`src/rtl/iob_pipe_reg_re.sv`:
```
// DEPTH-stage valid/ready register pipeline with bubble collapse, synchronous flush,
// global enable, clock enable and a registered occupancy count.
module iob_pipe_reg_re #(
    parameter int                 DATA_W  = 21,
    parameter int                 DEPTH   = 2,
    parameter logic [DATA_W-1:0]  RST_VAL = {DATA_W{1'b0}},
    parameter int                 LEVEL_W = $clog2(DEPTH + 1)
) (
    input  logic               clk_i,
    input  logic               cke_i,
    input  logic               arst_i,
    input  logic               rst_i,
    input  logic               en_i,
    input  logic               valid_i,
    output logic               ready_o,
    input  logic [DATA_W-1:0]  data_i,
    output logic               valid_o,
    input  logic               ready_i,
    output logic [DATA_W-1:0]  data_o,
    output logic [LEVEL_W-1:0] level_o
);

    logic [DEPTH-1:0]   r_v;
    logic [DATA_W-1:0]  r_d [DEPTH];
    logic [LEVEL_W-1:0] r_level;

    logic [DEPTH-1:0]   w_adv;
    logic [DEPTH-1:0]   w_free;
    logic [DEPTH-1:0]   w_load;
    logic               w_hold;
    logic               w_ready;
    logic               w_acc;
    logic               w_emit;

    // Advance/free chain runs from the output stage back to stage 0 so a draining
    // output can open a slot at the input in the same cycle.
    always_comb begin
        w_adv  = '0;
        w_free = '0;
        w_load = '0;
        w_hold = arst_i | (cke_i & (rst_i | ~en_i));
        w_adv[DEPTH-1]  = r_v[DEPTH-1] & ready_i;
        w_free[DEPTH-1] = ~r_v[DEPTH-1] | w_adv[DEPTH-1];
        for (int k = DEPTH - 2; k >= 0; k--) begin
            w_adv[k]  = r_v[k] & w_free[k+1];
            w_free[k] = ~r_v[k] | w_adv[k];
        end
        w_ready   = w_free[0] & ~w_hold;
        w_acc     = valid_i & w_ready;
        w_emit    = w_adv[DEPTH-1];
        w_load[0] = w_acc;
        for (int k = 1; k < DEPTH; k++) begin
            w_load[k] = w_adv[k-1];
        end
    end

    // Stage valid bits, stage data and occupancy; data only moves on a load.
    always_ff @(posedge clk_i or posedge arst_i) begin
        if (arst_i) begin
            r_v     <= '0;
            r_level <= '0;
            for (int k = 0; k < DEPTH; k++) begin
                r_d[k] <= RST_VAL;
            end
        end else if (cke_i) begin
            if (rst_i) begin
                r_v     <= '0;
                r_level <= '0;
                for (int k = 0; k < DEPTH; k++) begin
                    r_d[k] <= RST_VAL;
                end
            end else if (en_i) begin
                for (int k = 0; k < DEPTH; k++) begin
                    r_v[k] <= w_load[k] | (r_v[k] & ~w_adv[k]);
                end
                if (w_load[0]) begin
                    r_d[0] <= data_i;
                end
                for (int k = 1; k < DEPTH; k++) begin
                    if (w_load[k]) begin
                        r_d[k] <= r_d[k-1];
                    end
                end
                r_level <= r_level + LEVEL_W'(w_acc) - LEVEL_W'(w_emit);
            end
        end
    end

    assign ready_o = w_ready;
    assign valid_o = r_v[DEPTH-1] & ~w_hold;
    assign data_o  = r_d[DEPTH-1];
    assign level_o = r_level;

endmodule
```
`config.mk`:
```
export PLATFORM = sky130hd
export DESIGN_NAME = iob_pipe_reg_re
export DESIGN_NICKNAME = d
export VERILOG_FILES = /design/src/rtl/iob_pipe_reg_re.sv
export SDC_FILE = /design/constraint.sdc
export NUM_CORES = 1
export LEC_CHECK = 0
export CAP_MARGIN = 20
export CORE_MARGIN = 3
export CORE_UTILIZATION = 50
export CTS_BUF_LIST = sky130_fd_sc_hd__clkbuf_16
export CTS_CLUSTER_SIZE = 30
export DETAILED_ROUTE_END_ITERATION = 8
export DONT_BUFFER_PORTS = 1
export PLACE_DENSITY = 0.77
export SYNTH_ARGS = -nofsm -noshare
export SYNTH_HDL_FRONTEND = slang
export SYNTH_SLANG_ARGS = --single-unit
```
`constraint.sdc`:
```
create_clock -name clk_i -period 1.9 [get_ports clk_i]
set_clock_uncertainty 0.05 [all_clocks]
set_input_delay 0.285 -clock clk_i [delete_from_list [all_inputs] [get_ports clk_i]]
set_output_delay 0.285 -clock clk_i [all_outputs]
set_load 0.01 [all_outputs]
```
; After elaboration in Yosys (flattened, before gate mapping)
; Cells that the tools add are included.
[word_totals]
reg_bits = 46
output_inout_bits = 25
[op_classes]
add_sub_neg = 2
n_mux = 8
bitwise = 20
n_reduce_logical = 6
[ops]
columns = op, count
row1 = 42-bit 2-to-1 mux, 2
row2 = 21-bit 2-to-1 mux, 2
row3 = 1-bit AND, 8
row4 = 2-bit 2-to-1 mux, 4
row5 = 1-bit NOT, 6
row6 = 1-bit OR, 6
row7 = 3-bit AND reduction, 2
row8 = 2-bit nonzero test, 3
row9 = 2-bit by 1-bit adder with 2-bit output, 1
row10 = 2-bit AND reduction, 1
row11 = 2-bit by 1-bit subtractor with 2-bit output, 1

; Longest topological paths before layout
[logic_depth]
word_depth = 11
mapped_depth = 12

; Worst setup path before layout
; Ideal clock, no wire load.
[synth_path]
path_type = input to register
start = input en_i
end = register r_level[1] (netlist: level_o[1])
t_arrival_ns = 1.829
setup_slack_ns = -0.117
stages = 12
path_buffers = 1
cell_sequence = buf_2 > nand2b_1 > a21oi_1 > and2_1 > nand2_1 > ha_1 > inv_1 > ha_1 > xor2_1 > a21oi_1 > a31oi_1 > o22ai_1
[synth_between]
elab_chain_cells = 11
word_cells_on_any_way = 13
[synth_rtl]
columns = element, line_no
row1 = "start, declared", 13  ; input logic en_i,
row2 = 1-bit NOT, 41  ; w_hold = arst_i | (cke_i & (rst_i | ~en_i));
row3 = 1-bit OR, 41
row4 = 1-bit AND, 41
row5 = 1-bit OR, 41
row6 = 1-bit NOT, 48  ; w_ready = w_free[0] & ~w_hold;
row7 = 1-bit AND, 48
row8 = named net ready_o, 15  ; output logic ready_o,
row9 = 1-bit AND, 49  ; w_acc = valid_i & w_ready;
row10 = 2-bit by 1-bit adder with 2-bit output, 84  ; r_level <= r_level + LEVEL_W'(w_acc) - LEVEL_W'(w_emit);
row11 = 2-bit by 1-bit subtractor with 2-bit output, 84
row12 = 2-bit 2-to-1 mux, 72  ; end else if (en_i) begin
row13 = 2-bit 2-to-1 mux, 66  ; if (rst_i) begin
row14 = "end signal, assigned", 84
row15 = "end, declared", 25  ; logic [LEVEL_W-1:0] r_level;
; The timed path passes the listed nets, and every way through them passes these cells. The select of a mux whose other input is x is not followed.
; A chain may end at the register's enable or synchronous reset.

; Worst setup path in the final report
[layout_path]
start = register r_v[1]
end = register r_level[1] (netlist: level_o[1])
[layout_between]
elab_chain_cells = 10
word_cells_on_any_way = 11
[layout_rtl]
columns = element, line_no
row1 = "start, declared", 23  ; logic [DEPTH-1:0] r_v;
row2 = "start signal, assigned by index", 74  ; r_v[k] <= w_load[k] | (r_v[k] & ~w_adv[k]);
row3 = 1-bit AND or 1-bit NOT (tied branches), "42, 43"
row4 = 1-bit OR, 43  ; w_free[DEPTH-1] = ~r_v[DEPTH-1] | w_adv[DEPTH-1];
row5 = 1-bit AND, 45  ; w_adv[k] = r_v[k] & w_free[k+1];
row6 = 1-bit OR, 46  ; w_free[k] = ~r_v[k] | w_adv[k];
row7 = 1-bit AND, 48
row8 = 1-bit AND, 49
row9 = 2-bit by 1-bit adder with 2-bit output, 84
row10 = 2-bit by 1-bit subtractor with 2-bit output *, 84
row11 = 2-bit 2-to-1 mux *, 72
row12 = 2-bit 2-to-1 mux *, 66
; Mark *: on every way between the ends. The rest lies on a longest branch, timed or not. The select of a mux whose other input is x is not followed.

==> results.txt <==
Worst vdd rail ir drop - 0.000457 V
# clock sinks - 46
Critical path's slowest cell - dfrtp_1
Data arrival time at the worst-slack endpoint - 1.93 ns
Cell area after placement - 1990 sq um
DR WL/cell - 20.3 um
Critical-path maximum fanout - 2
Number of nets with antenna violations after routing - 0
Die height - 70.8 um
Die Footprint - 5020 sq um
Ratio of cells with drive above 1 in the final layout - 0.164
Cell types with the highest counts after synthesis - dfrtp_1, a22o_1, buf_4, inv_1, nand2_1
Most used cell along the critical path - ha_4
Fin crit share - 0.956
Clock root buffer - clkbuf_16
Area grow syn2layout - 7.50%
Count of max-cap constraint violations - 0
NumNets Final - 194
Number of unique standard cell types used by synthesis - 29
Bufs and invs on worst path - 1
Place WS - -0.0408 ns
Type of the tightest min-delay check - in -> reg
Routed vias - 1341
Top_reg_cell synth - dfrtp_1
Placed Cells incl. Taps - 200
Portion of the post-synthesis area used by sequential elements - 0.548
Crit start category - flip-flop
Overall die width - 70.8 um
Cell with the most instances after synthesis - dfrtp_1
Setup repair after global routing missed its margin - true
Number of diodes added for antenna fixing - 0
Number of placement rows - 22
Cell family with the largest share of critical-path delay - adder cells
Headroom to the max-slew limit - 0.529
Count of fill cells added during filler insertion - 320
Flops & latches, synth - 46
Number of I/O port buffers - 0
Area share of the largest cell type after synthesis - 0.548
Async set or reset register ratio after synthesis - 1.00
Synth warn - 0
Max frequency - 0.550 GHz
Setup Crit Path Kind - reg -> reg
Finished Cell Area - 2260 sq um
Average cell area after synthesis - 11.6 sq um
Clock Latency Late Sink - 0.28 ns
Slew at the pin closest to its max-slew limit - 0.706 ns
Via density per instance - 6.30
Fin. max-slew vios - 0
Vias in the first global route - 1348
Clock Tree Buf Depth - 2
Cell-by-cell trace of the critical path - nand3b_1, and2_4, nand2_4, ha_4, inv_2, ha_4, xor2_2, a21oi_1, a31oi_1, o22ai_1
Total GRT Usage - 0.176
Core Area - 3850 sq um
Worst-path clk slew - 0.06 ns
Static leakage power - 1.06 nW
Inserted Clock Buffers - 5
Largest net degree at the start of global routing - 47
Setup TNS - 0 ns
Clock tree from TritonCTS - yes
First-pass iteration count of the detailed router - 4
Fin crit period - 1.82 ns
Top cells by area, synth - dfrtp_1, a22o_1, buf_4
IO Pins - 53
Area of combinational cells with multiple inputs - 727 sq um
Global route overflow - 0
GPL Wtd Cong - 0.747
Max stage delay on crit path - 0.38 ns
Nets in the synthesized netlist - 211
Worst setup slack after layout - 0.0830 ns
Status - finished clean
Post-Layout Cell Count - 213
Wire length of the first global-routing pass - 6.95 mm
Post-synthesis instance area - 2100 sq um
Detailed placer's ending HPWL - 2.84 mm
Synth area leader - dfrtp_1
Power, Total - 2.40 mW
Count of flip-flops with a built-in enable after synthesis - 0
Final number of setup-violating endpoints - 0
Iteration-0 DRC count of the detailed router - 37
Number of instances in the synthesized netlist - 181
DRT Wirelength - 4.32 mm
Data required time of the critical path - 2.01 ns
Final number of hold-violating endpoints - 0
Element type at the critical path end - flip-flop
Number of antenna violations at the first check in global routing - 0
Sequential cell area - 1150 sq um
Number of remaining DRC errors - 0
Starting density of the core - 0.545
Power per standard cell area - 1060 nW/um^2
CTS H-tree depth - 2
==> repair_timing <==
action / 4_1_cts / 5_1_grt
setup endpoints to repair: 1 / 1
gates cloned: 0 / 0
setup buffers: 2 / 2
hold endpoints to repair: 46 / 0
pin swaps: 1 / 7
hold buffers: 1 / 0
gates resized for setup: 0 / 8
==> final timing paths <==
path	from	to	slack (ns)	depth (start not counted)
setup / recovery	r_v[1]	level_o[1]	0.08	10
hold / removal	cke_i	data_o[20]	0.03	1
setup reg to reg	r_v[1]	level_o[1]	0.08	10
hold reg to reg	r_d[25]	data_o[4]	0.45	1
max in group asynchronous	arst_i	data_o[12]	1.14	3
min in group asynchronous	arst_i	level_o[1]	0.45	3
==> metal layers <==
metal  vias up  routed length, um  global-route usage  part of all wire
met5         -                  0                   0                 0
met4         0                 53              0.0647             0.012
met3         9                350              0.0540             0.081
met2        64               2180               0.294              0.50
met1       679               1730               0.216              0.40
li1        589                  -                   -                 -
==> flip-flops by register name, summed over array words and instances, names as in the netlist <==
name,flops
r_d,21
level_o,2
data_o,21
r_v,2
==> where the power goes <==
group          internal [mW]  total (mW)  switching, mW  leakage [nW]
Combinational          0.107       0.230          0.123         0.339
Sequential              1.04        1.09         0.0488         0.632
Clock                  0.748        1.09          0.340        0.0915
==> cell type report <==
cell class                 instances  share of cell area
tap                               48              0.0266
clock inverter                     3              0.0283
clock buffer                       5              0.0554
timing repair buffer               9              0.0366
sequential                        46               0.510
multi-input combinational         89               0.322
inverter                          13              0.0216
==> metrics by stage <==
| stage | util | hold slack, ns |
|---|---|---|
| after floorplan | - | 0.375 |
| after detailed placement | 0.516 | 0.172 |
| after global routing | 0.586 | 0.0223 |
| after global placement | 0.516 | 0.172 |
| after CTS | 0.571 | 0.0262 |
| final | 0.586 | 0.0309 |
==> worst reg2reg max path: stages, from the launching register on <==
cell and delay, ns:
dfrtp_1 0.38, nand3b_1 0.14, and2_4 0.18, nand2_4 0.05, ha_4 0.26, inv_2 0.04, ha_4 0.15, xor2_2 0.13
a21oi_1 0.08, a31oi_1 0.14, o22ai_1 0.09
==> logic make-up after synthesis <==
kind of cell,after synthesis,synth area share
AOI/OAI and AO/OA,55,0.208
xor gates and xnor gates,1,0.00417
adders and majority gates,2,0.0119
buffers and inverters,46,0.132
DFF,46,0.548
muxes,7,0.0363
and+or+nand+nor,24,0.0596
==> cells in the final DEF (no fill, tap or decap), drive strengths merged, types with 3 or more instances in the layout <==
master and instances:
a21oi 3, a22o 36, and2 3, and3 3, buf 8, clkbuf 5, dfrtp 46, inv 13
mux2 5, nand2 11, o21ai 3, o22ai 8
No activity file was read; power rests on OpenSTA's default activity.
